<file path="src/rtl/alu_pkg.sv">
// alu_pkg: shared ALU control codes, RV64 decode constants and the issue-entry type.
//   XLEN/CTL_W   operand and ALUCtl widths
//   ALU_*        ALUCtl codes presented to the EX-stage ALU
//   OP_/F3_/F7_/F6_  instruction field encodings used by the decoder
//   alu_issue_t  one decoded entry {a, b, ctl, rd, illegal}
//   funct3_ctl   funct3 (+ alternate-encoding bit) -> ALUCtl
package alu_pkg;
   localparam int XLEN  = 64;
   localparam int CTL_W = 4;

   localparam logic [CTL_W-1:0] ALU_AND = 4'b0000;
   localparam logic [CTL_W-1:0] ALU_OR  = 4'b0001;
   localparam logic [CTL_W-1:0] ALU_ADD = 4'b0010;
   localparam logic [CTL_W-1:0] ALU_SLL = 4'b0011;
   localparam logic [CTL_W-1:0] ALU_SLT = 4'b0100;
   localparam logic [CTL_W-1:0] ALU_SUB = 4'b0110;
   localparam logic [CTL_W-1:0] ALU_XOR = 4'b0111;
   localparam logic [CTL_W-1:0] ALU_SRL = 4'b1000;
   localparam logic [CTL_W-1:0] ALU_SRA = 4'b1010;

   localparam logic [6:0] OP_REG = 7'b0110011;
   localparam logic [6:0] OP_IMM = 7'b0010011;

   localparam logic [2:0] F3_ADDSUB = 3'b000;
   localparam logic [2:0] F3_SLL    = 3'b001;
   localparam logic [2:0] F3_SLT    = 3'b010;
   localparam logic [2:0] F3_SLTU   = 3'b011;
   localparam logic [2:0] F3_XOR    = 3'b100;
   localparam logic [2:0] F3_SR     = 3'b101;
   localparam logic [2:0] F3_OR     = 3'b110;
   localparam logic [2:0] F3_AND    = 3'b111;

   localparam logic [6:0] F7_BASE = 7'b0000000;
   localparam logic [6:0] F7_ALT  = 7'b0100000;
   localparam logic [5:0] F6_BASE = 6'b000000;
   localparam logic [5:0] F6_ALT  = 6'b010000;

   typedef struct packed {
      logic [XLEN-1:0]  a;
      logic [XLEN-1:0]  b;
      logic [CTL_W-1:0] ctl;
      logic [4:0]       rd;
      logic             illegal;
   } alu_issue_t;

   // alt selects sub over add and sra over srl; ignored for the other funct3 values
   function automatic logic [CTL_W-1:0] funct3_ctl(input logic [2:0] f3, input logic alt);
      case (f3)
         F3_ADDSUB: funct3_ctl = alt ? ALU_SUB : ALU_ADD;
         F3_SLL:    funct3_ctl = ALU_SLL;
         F3_SLT:    funct3_ctl = ALU_SLT;
         F3_XOR:    funct3_ctl = ALU_XOR;
         F3_SR:     funct3_ctl = alt ? ALU_SRA : ALU_SRL;
         F3_OR:     funct3_ctl = ALU_OR;
         F3_AND:    funct3_ctl = ALU_AND;
         default:   funct3_ctl = ALU_ADD;
      endcase
   endfunction
endpackage

</file>
<file path="src/rtl/alu_ctl_decode.sv">
// alu_ctl_decode: combinational RV64 integer-ALU decode of instr + register data into one issue entry.
//   instr     in   32    instruction word
//   rs1_data  in   XLEN  rs1 value (operand A)
//   rs2_data  in   XLEN  rs2 value (operand B for R-type)
//   dec       out        decoded entry; illegal entries carry ctl=ADD, a=b=0, rd=0
// Optional: ALU_IMM_OPS_EN adds OP-IMM decode (addi/slti/xori/ori/andi/slli/srli/srai).
module alu_ctl_decode
   import alu_pkg::*;
(
   input  logic [31:0]     instr,
   input  logic [XLEN-1:0] rs1_data,
   input  logic [XLEN-1:0] rs2_data,
   output alu_issue_t      dec
);
   logic [6:0]       opcode;
   logic [6:0]       funct7;
   logic [2:0]       funct3;
   logic             legal;
   logic [CTL_W-1:0] ctl;
   logic [XLEN-1:0]  opb;
   logic             unused_bits;

   assign opcode      = instr[6:0];
   assign funct3      = instr[14:12];
   assign funct7      = instr[31:25];
   // register-specifier fields are consumed by the register file, not here
   assign unused_bits = ^instr[24:15];

`ifdef ALU_IMM_OPS_EN
   logic [5:0] funct6;
   assign funct6 = instr[31:26];
`endif

   always_comb begin
      legal = 1'b0;
      ctl   = ALU_ADD;
      opb   = rs2_data;
      if (opcode == OP_REG) begin
         legal = (funct7 == F7_BASE && funct3 != F3_SLTU) ||
                 (funct7 == F7_ALT && (funct3 == F3_ADDSUB || funct3 == F3_SR));
         ctl   = funct3_ctl(funct3, funct7 == F7_ALT);
      end
`ifdef ALU_IMM_OPS_EN
      else if (opcode == OP_IMM) begin
         legal = funct3 == F3_SLL ? funct6 == F6_BASE :
                 funct3 == F3_SR  ? (funct6 == F6_BASE || funct6 == F6_ALT) :
                 funct3 != F3_SLTU;
         ctl   = funct3_ctl(funct3, funct3 == F3_SR && funct6 == F6_ALT);
         // shifts take a 6-bit unsigned shamt; everything else a sign-extended imm12
         opb   = (funct3 == F3_SLL || funct3 == F3_SR) ? XLEN'(instr[25:20]) :
                 {{(XLEN-12){instr[31]}}, instr[31:20]};
      end
`endif
      dec = legal ? '{a: rs1_data, b: opb, ctl: ctl, rd: instr[11:7], illegal: 1'b0}
                  : '{a: '0, b: '0, ctl: ALU_ADD, rd: '0, illegal: 1'b1};
   end
endmodule

</file>
<file path="src/rtl/alu_issue_stage.sv">
// alu_issue_stage: decodes RV64 ALU ops and issues them to the EX-stage ALU through a 2-entry skid buffer.
//   clk, rst_n                      clock, asynchronous active-low reset
//   in_valid/in_ready               upstream handshake; in_ready = skid entry empty
//   in_instr, in_rs1/rs2_data       instruction and register operands
//   flush                           drop all held entries (wins over a same-cycle accept)
//   out_valid/out_ready             downstream handshake
//   out_a/out_b/out_alu_ctl/out_rd/out_illegal  main-entry contents
// Optional: ALU_IMM_OPS_EN enables OP-IMM decode in alu_ctl_decode.
module alu_issue_stage
   import alu_pkg::*;
(
   input  logic             clk,
   input  logic             rst_n,
   input  logic             in_valid,
   output logic             in_ready,
   input  logic [31:0]      in_instr,
   input  logic [XLEN-1:0]  in_rs1_data,
   input  logic [XLEN-1:0]  in_rs2_data,
   input  logic             flush,
   output logic             out_valid,
   input  logic             out_ready,
   output logic [XLEN-1:0]  out_a,
   output logic [XLEN-1:0]  out_b,
   output logic [CTL_W-1:0] out_alu_ctl,
   output logic [4:0]       out_rd,
   output logic             out_illegal
);
   alu_issue_t dec;
   alu_issue_t main_q;
   alu_issue_t skid_q;
   logic [1:0] occ;
   logic       accept;
   logic       retire;

   alu_ctl_decode u_dec (
      .instr    (in_instr),
      .rs1_data (in_rs1_data),
      .rs2_data (in_rs2_data),
      .dec      (dec)
   );

   assign in_ready  = occ != 2'd2;
   assign out_valid = occ != 2'd0;
   assign accept    = in_valid && in_ready && !flush;
   assign retire    = out_valid && out_ready;

   // main always holds the oldest entry; skid only fills when main is stalled
   always_ff @(posedge clk or negedge rst_n) begin
      if (!rst_n) begin
         occ    <= 2'd0;
         main_q <= '0;
         skid_q <= '0;
      end else if (flush) begin
         occ <= 2'd0;
      end else if (occ == 2'd2 && retire) begin
         main_q <= skid_q;
         occ    <= 2'd1;
      end else if (accept) begin
         if (occ == 2'd0 || retire) main_q <= dec;
         else skid_q <= dec;
         occ <= (occ == 2'd1 && !retire) ? 2'd2 : 2'd1;
      end else if (retire) begin
         occ <= 2'd0;
      end
   end

   assign out_a       = main_q.a;
   assign out_b       = main_q.b;
   assign out_alu_ctl = main_q.ctl;
   assign out_rd      = main_q.rd;
   assign out_illegal = main_q.illegal;
endmodule

</file>
<file path="config.mk">
export PLATFORM = sky130hd
export DESIGN_NAME = alu_issue_stage
export DESIGN_NICKNAME = d
export VERILOG_FILES = /design/src/rtl/alu_pkg.sv /design/src/rtl/alu_ctl_decode.sv /design/src/rtl/alu_issue_stage.sv
export SDC_FILE = /design/constraint.sdc
export NUM_CORES = 1
export LEC_CHECK = 0
export CORE_MARGIN = 10
export CORE_UTILIZATION = 45
export CTS_CLUSTER_SIZE = 25
export DETAILED_ROUTE_END_ITERATION = 6
export PLACE_DENSITY = 0.77
export SLEW_MARGIN = 20
export SYNTH_ARGS = -nofsm -noshare
export SYNTH_HDL_FRONTEND = slang
export SYNTH_SLANG_ARGS = --single-unit
export TNS_END_PERCENT = 10
</file>
<file path="constraint.sdc">
create_clock -name clk -period 2.15 [get_ports clk]
set_input_delay 0.645 -clock clk [delete_from_list [all_inputs] [get_ports clk]]
set_output_delay 0.645 -clock clk [all_outputs]
set_load 0.02 [all_outputs]
</file>
==> results of run 1 <==
final cells by class:
type	instances	area [um2]
clock buffers	41	863.3
repair buffers	396	4388
multi-input cells	997	4941
fillers	1991	8482
inverters	3	11.26
well taps	335	419.2
diodes	1	2.502
flip-flops and latches	278	6958
clock inverters	12	141.4
per-stage QoR:
step	std cells	util [%]	TNS, ps	setup slack, ps	hold WS [ps]
2_1_floorplan	1401	-	-58240	-237.6	349.4
3_3_place_gp	1979	60.25	-216870	-877.5	461.0
3_5_place_dp	1979	60.25	-225530	-922.3	469.9
4_1_cts	2057	65.49	-1610	-82.29	482.9
5_1_grt	2063	67.63	-18610	-210.2	497.7
6_report	2063	67.63	-7514	-146.4	480.8
cells in the mapped netlist:
library cell / instances / area [um2]
nor2b_1: 1 / 6.260
or4b_2: 1 / 10.01
o21ai_0: 133 / 665.6
a21o_1: 1 / 7.510
buf_2: 14 / 70.07
o211ai_1: 1 / 7.510
or3_1: 2 / 12.51
a21oi_1: 6 / 30.03
o21a_1: 1 / 7.510
a31oi_1: 136 / 850.8
dfrtp_1: 278 / 6957
nand2b_1: 2 / 12.51
o22ai_1: 1 / 6.260
nor4bb_1: 1 / 10.01
nor2_1: 146 / 548.0
mux2_2: 2 / 22.52
or2_2: 1 / 6.260
o21ai_1: 6 / 30.03
or2_1: 1 / 6.260
nand3b_1: 1 / 7.510
inv_1: 3 / 11.26
nand4_1: 1 / 6.260
nor3_2: 1 / 10.01
or4_1: 1 / 7.510
nor3_1: 1 / 5.000
clkbuf_1: 92 / 345.3
nor3b_1: 1 / 7.510
nand2_1: 410 / 1539
and3b_1: 1 / 8.760
nor4_1: 1 / 6.260
buf_1: 1 / 3.750
a211oi_1: 1 / 7.510
buf_4: 16 / 120.1
nand3_1: 136 / 680.7
how the worst max path moves through the flow:
stage / to / cells past startpoint
after floorplan: out_a[36]$_DFFE_PN0P_ / 7
final: out_a[14]$_DFFE_PN0P_ / 9
after CTS: out_valid / 3
after global placement: out_a[15]$_DFFE_PN0P_ / 8
after global routing: out_b[16]$_DFFE_PN0P_ / 9
after detailed placement: out_a[14]$_DFFE_PN0P_ / 8
flip-flops by register name (all words and copies together), names as in the netlist:
register	cells
out_a	64
out_rd	5
out_illegal	1
out_b	64
occ	2
skid_q	138
out_alu_ctl	4
layer usage:
layer / vias up / part of all wire (%)
met5: - / 0
met3: 102 / 7.0
li1: 5350 / -
met2: 497 / 50
met4: 0 / 4.0
met1: 5560 / 39
kinds of logic after synthesis:
logic type / share of synthesized area [%]
AND/OR/NAND/NOR: 24.02
AO/OA/AOI/OAI: 13.40
flip-flops: 57.81
buffers and inverters: 4.575
multiplexers: 0.1872
power by group through the flow:
stage          clock, mW  combinational (mW)  sequential [mW]
4_1_cts             5.31                2.38             5.93
5_1_grt             5.55                2.57             5.98
3_5_place_dp           0                2.66             6.03
3_3_place_gp           0                2.62             6.02
6_report            5.27                2.40             5.93
2_1_floorplan          0               0.540             6.49
critical path: cells and delay by family:
| family | cells | cell delay, ps |
|---|---|---|
| buf+inv | 4 | 590 |
| compound gates | 1 | 230 |
| simple gates | 4 | 1290 |
timing repair:
action / in CTS / in global routing
resized for setup: 233 / 170
pin swaps: 24 / 147
setup buffers: 13 / 2
endpoints found under the setup margin: 414 / 250
hold endpoints to repair: 19 / 0
gates cloned: 11 / 11
hold buffers: 1 / 0
==> impl_metrics.py, run 1 <==
metrics = {
    "run_status": {
        "status": "complete, but fails checks",
        "violations": "setup timing",
    },
    "route": {
        "first_pass_iters": 7,
        "wire_per_inst_um": 19.45,
        "vias": 11510,
        "avgViaCountPerCell": 5.579,
        "drtIter0Drc": 1236,
        "totalWireLength_um": 40120,
        "drc": 0,
        "drtAntennaViolNets": 0,
    },
    "floorplan": {
        "fp.coreArea_um2": 26210,
        "dieWidth_um": 183.5,
        "initial_core_util_pct": 45.92,
        "fp.dieH_um": 183.5,
        "die_area_um2": 33680,
        "ios": 305,
        "num_rows": 59,
    },
    "global_routing": {
        "gr-usage-met3_pct": 4.447,
        "grt.busiest_layer": "met2",
        "grt_first_pass_wirelength_um": 61100,
        "grt_pass1_vias": 11250,
        "grt_antenna_before_repair": 1,
        "track_usage_pct": 22.01,
        "grt_use_met1_pct": 27.44,
        "gr-usage-met2_pct": 37.01,
        "grt_max_degree": 117,
        "grt_overflow": 0,
    },
    "setup_path": {
        "crit_fanout": 7,
        "crit_type": "input pin to flip-flop",
        "reg2reg_slack_ps": 270,
        "crit_slowest_cell": "or4_4",
        "cp-end-kind": "flip-flop",
        "crit_top_cell": "buf_6",
        "r2r-start": "occ[0]$_DFFE_PN0P_",
        "worstPathCellList": "buf_6 -> or4_4 -> or3_4 -> nor3_4 -> buf_6 -> buf_16 -> buf_12 -> nand3_2 -> a31oi_2",
        "startpoint": "in_instr[26]",
        "worstRegToRegCells": 6,
        "max_stage_delay_ps": 520,
        "cp.required_ps": 2600,
        "reg2reg_to": "out_a[14]$_DFFE_PN0P_",
        "cp-start-kind": "input pin",
        "cp.arrival_ps": 2750,
    },
    "final_layout": {
        "layout_commonest_cell": "nand2_1",
        "area_delta_synth_final_pct": 47.30,
        "stdcell_area_um2": 17720,
        "layout-drive-gt1-share_pct": 14.19,
        "final_cell_mix": "nand2_1 (399), dfrtp_1 (277), clkdlybuf4s50_1 (149), nor2_1 (144), dlygate4sd2_1 (138)",
        "nets": 1871,
    },
    "synthesis": {
        "synth.avg_cell_area_um2": 8.589,
        "ys_types": 34,
        "syn_inst": 1401,
        "yosys_warnings": 0,
        "ys_seq_area_share_pct": 57.81,
        "syn_area_um2": 12030,
        "ys_seq_elements": 278,
        "synth_nets": 1566,
    },
    "power_and_ir_drop": {
        "peakVddDrop_v": 0.0005088,
        "p_total_mw": 13.60,
        "power_leakage_nw": 7.145,
        "p_switching_mw": 3.803,
        "switching_share_pct": 27.96,
        "p_clk_share_pct": 38.8,
        "combPwrFrac_pct": 17.6,
        "seqPwrFrac_pct": 43.6,
        "p_per_area_nw_per_um2": 767.4,
        "intPower_mw": 9.799,
    },
    "timing": {
        "maxSlewViolCount": 0,
        "hold_viol": 0,
        "rsz0062_at_grt": "true",
        "layout_min_cycle_time_ps": 2296,
        "setup_viol": 152,
        "worst_pin_slew_ps": 557.1,
        "fin_crit_sh_pct": 106.8,
        "finalWorstSetupSlack_ps": -146.4,
        "slew_headroom_pct": 62.86,
        "skew_ps": 11.75,
        "fmax_mhz": 435.5,
    },
    "placement": {
        "post_dp_cell_area_um2": 15790,
        "io_buffers": 294,
        "routabilityCongestion": 0.8336,
        "dp.final_hpwl_um": 24750,
    },
    "clock_network": {
        "cts_tree": "done",
        "path_clk_slew_ps": 60,
        "h-tree-depth": 1,
        "clk_latency_ps": 550,
        "cts_made_buffers": 30,
        "clock-sinks": 278,
        "cts_buffer_depth": 3,
        "clock-root-buffer": "clkbuf_16",
    },
    "worst_hold_path": {
        "hp-class": "flip-flop to flip-flop",
        "min-delay-start": "skid_q[111]$_DFFE_PN0P_",
        "hold_end": "skid_q[111]$_DFFE_PN0P_",
        "hold_path_depth": 2,
    },
    "flow_run": {
        "max_cap_viol_count": 0,
    },
}
Note: power is estimated with default switching activity, not from simulation.
==> inputs of run 2 (changes only) <==
Settings changed: ABC_CLOCK_PERIOD_IN_PS from default to 1900, CORE_UTILIZATION 45 to 47, SYNTH_HIERARCHICAL from default to 1.
Clock period 2.15 ns to 1.9 ns, I/O delays scaled along.
==> impl_metrics.py, run 2 <==
metrics = {
    "final_layout": {
        "area_delta_synth_final_pct": 39.07,
        "stdcell_count": 1866,
        "final_cell_mix": "mux2_2 (401), dfrtp_1 (278), clkdlybuf4s50_1 (136), inv_1 (134), dlygate4sd2_1 (123)",
        "multiInputGateArea_um2": 6919,
        "stdcell_area_um2": 20360,
        "top_register": "skid_q",
        "seqCellArea_um2": 6957,
        "layout_commonest_cell": "mux2_2",
        "nets": 1614,
        "fillers": 2258,
        "layout-drive-gt1-share_pct": 49.90,
        "largest_reg_flops": 138,
    },
    "setup_path": {
        "cp.arrival_ps": 2360,
        "cp.required_ps": 2330,
        "cp-start-kind": "input pin",
        "crit_type": "input pin to flip-flop",
        "crit_top_cell": "mux2_2",
        "cp-end-kind": "flip-flop",
        "worstPathCellList": "dlygate4sd2_1 -> buf_6 -> nor3_4 -> buf_4 -> bufbuf_16 -> buf_12 -> nor4_2 -> mux2_2 -> mux2_2",
        "startpoint": "in_instr[14]",
        "crit_fanout": 15,
        "critical_path.endpoint": "out_a[31]$_DFFE_PN0P_",
        "r2r-start": "occ[1]$_DFFE_PN0P_",
        "max_stage_delay_ps": 270,
        "reg2reg_to": "out_b[43]$_DFFE_PN0P_",
        "reg2reg_slack_ps": 70,
        "crit_slowest_cell": "bufbuf_16",
        "worstRegToRegCells": 6,
    },
    "global_routing": {
        "grt_overflow": 0,
        "grt_max_degree": 59,
        "grt_first_pass_wirelength_um": 63220,
        "track_usage_pct": 19.88,
        "grt_antenna_before_repair": 1,
        "grt_pass1_vias": 11320,
    },
    "clock_network": {
        "cts_tree": "done",
        "clk_latency_ps": 550,
        "clock-sinks": 278,
        "cts_made_buffers": 31,
        "h-tree-depth": 1,
        "cts_buffer_depth": 3,
        "clock-root-buffer": "clkbuf_16",
        "path_clk_slew_ps": 60,
    },
    "floorplan": {
        "fp.coreArea_um2": 30670,
        "initial_core_util_pct": 47.74,
        "num_rows": 64,
        "ios": 305,
        "dieWidth_um": 196.5,
        "fp.dieH_um": 196.5,
        "die_area_um2": 38610,
    },
    "synthesis": {
        "synthTopCellsByArea": "dfrtp_1 (48%), mux2_2 (32%), nor4_2 (9.4%)",
        "synth.avg_cell_area_um2": 13.49,
        "yosysTopAreaCell": "dfrtp_1",
        "synth-edff-count": 0,
        "ys_seq_elements": 278,
        "synthFlopType": "dfrtp_1",
        "ys_types": 31,
        "async_flop_share_pct": 100.0,
        "syn_area_um2": 14640,
        "syn_inst": 1085,
        "ys_seq_area_share_pct": 47.52,
        "yosysMostFrequentCell": "mux2_2",
        "synth_top_area_share_pct": 47.52,
        "synth_commonest_cells": "mux2_2 (414), dfrtp_1 (278), inv_1 (134), nor4_2 (110), buf_6 (39)",
        "synth_nets": 1250,
        "yosys_warnings": 6,
    },
    "route": {
        "vias": 10060,
        "drtIter0Drc": 485,
        "wire_per_inst_um": 21.41,
        "drc": 0,
        "first_pass_iters": 4,
        "drtAntennaViolNets": 0,
        "totalWireLength_um": 39950,
        "avgViaCountPerCell": 5.391,
    },
    "timing": {
        "layout_min_cycle_time_ps": 1933,
        "fin_crit_sh_pct": 101.7,
        "slew_headroom_pct": 71.23,
        "hold_viol": 0,
        "hold-worst-slack_ps": 496.5,
        "finalWorstSetupSlack_ps": -32.86,
        "skew_ps": 9.105,
        "worst_pin_slew_ps": 431.5,
        "rsz0062_at_grt": "true",
        "maxSlewViolCount": 0,
        "fmax_mhz": 517.4,
        "setup_viol": 22,
    },
    "placement": {
        "io_buffers": 294,
        "routabilityCongestion": 0.7847,
        "dp.final_hpwl_um": 27760,
        "placed_cells": 1796,
        "post_dp_cell_area_um2": 18780,
    },
    "power_and_ir_drop": {
        "power_leakage_nw": 10.26,
        "p_clk_share_pct": 44.6,
        "peakVddDrop_v": 0.0006475,
        "intPower_mw": 10.14,
        "seqPwrFrac_pct": 45.0,
        "p_total_mw": 13.21,
        "p_switching_mw": 3.074,
        "p_per_area_nw_per_um2": 649.0,
        "switching_share_pct": 23.26,
        "combPwrFrac_pct": 10.5,
    },
    "run_status": {
        "violations": "setup timing",
        "status": "complete, but fails checks",
    },
    "flow_run": {
        "max_cap_viol_count": 0,
    },
    "worst_hold_path": {
        "hp-class": "flip-flop to flip-flop",
    },
}
-- run 2: logic make-up (layout without fill, tap and decap cells) --
logic type                Yosys count  count (layout)  synth area share [%]
muxes                             416             416                 31.98
DFF                               278             278                 47.52
buffers and inverters             226             609                 8.606
and+or+nand+nor                   157             157                 11.49
AOI/OAI and AO/OA                   6               7                0.2906
xor gates and xnor gates            2               2                0.1197
other                               0               1                     0
-- run 2: area by class of cell --
cell class | instances | share of cell area (%)
antenna | 1 | 0.01229
multi-input combinational | 582 | 33.98
clock buffer | 47 | 4.498
timing repair buffer | 421 | 22.02
inverter | 135 | 2.489
sequential | 278 | 34.17
clock inverter | 6 | 0.3933
tap | 396 | 2.433
-- run 2: metal layers --
layer,up-vias,wire length [um],global-route usage (%)
li1,4573,-,-
met1,5154,17010,24.82
met2,262,19810,34.06
met3,70,2100,4.022
met4,0,1027,5.854
met5,-,0,0
-- run 2: critical path, delay by kind of cell --
kind                   cells  cell delay, ps
AND/OR/NAND/NOR            2             260
multiplexers               2             540
buffers and inverters      5             980
-- run 2: worst min-delay path by stage --
| stage | from | to | slack (ps) | depth (start not counted) |
|---|---|---|---|---|
| 2_1_floorplan | rst_n | occ[0]$_DFFE_PN0P_ | 270 | 0 |
| 3_3_place_gp | skid_q[71]$_DFFE_PN0P_ | skid_q[71]$_DFFE_PN0P_ | 480 | 1 |
| 3_5_place_dp | skid_q[124]$_DFFE_PN0P_ | skid_q[124]$_DFFE_PN0P_ | 490 | 1 |
| 4_1_cts | out_b[3]$_DFFE_PN0P_ | out_b[3]$_DFFE_PN0P_ | 500 | 1 |
| 5_1_grt | skid_q[124]$_DFFE_PN0P_ | skid_q[124]$_DFFE_PN0P_ | 510 | 1 |
| 6_report | out_b[3]$_DFFE_PN0P_ | out_b[3]$_DFFE_PN0P_ | 500 | 1 |
-- run 2: what timing repair did --
action | 4_1_cts | 5_1_grt
hold buffers | 1 | 0
endpoints found under the setup margin | 346 | 209
pin swaps | 7 | 9
hold endpoints to repair | 34 | 0
resized for setup | 207 | 68
buffers inserted | 7 | 2
cloned | 5 | 1
-- run 2: stage by stage --
stage / worst slack [ps] / TNS [ps] / utilization [%]
5_1_grt: -63.07 / -1134 / 66.39
3_5_place_dp: -789.0 / -176780 / 61.24
2_1_floorplan: -258.9 / -14400 / -
3_3_place_gp: -746.0 / -167260 / 61.24
4_1_cts: -162.7 / -4682 / 65.56
6_report: -32.86 / -257.1 / 66.39
-- run 2: power groups by stage --
stage,Combinational (mW),Sequential (mW),Clock (mW)
6_report,1.38,5.94,5.89
5_1_grt,1.47,5.94,6.27
4_1_cts,1.37,5.94,6.04
3_5_place_dp,1.29,6.05,0
3_3_place_gp,1.29,6.05,0
2_1_floorplan,0.553,6.05,0
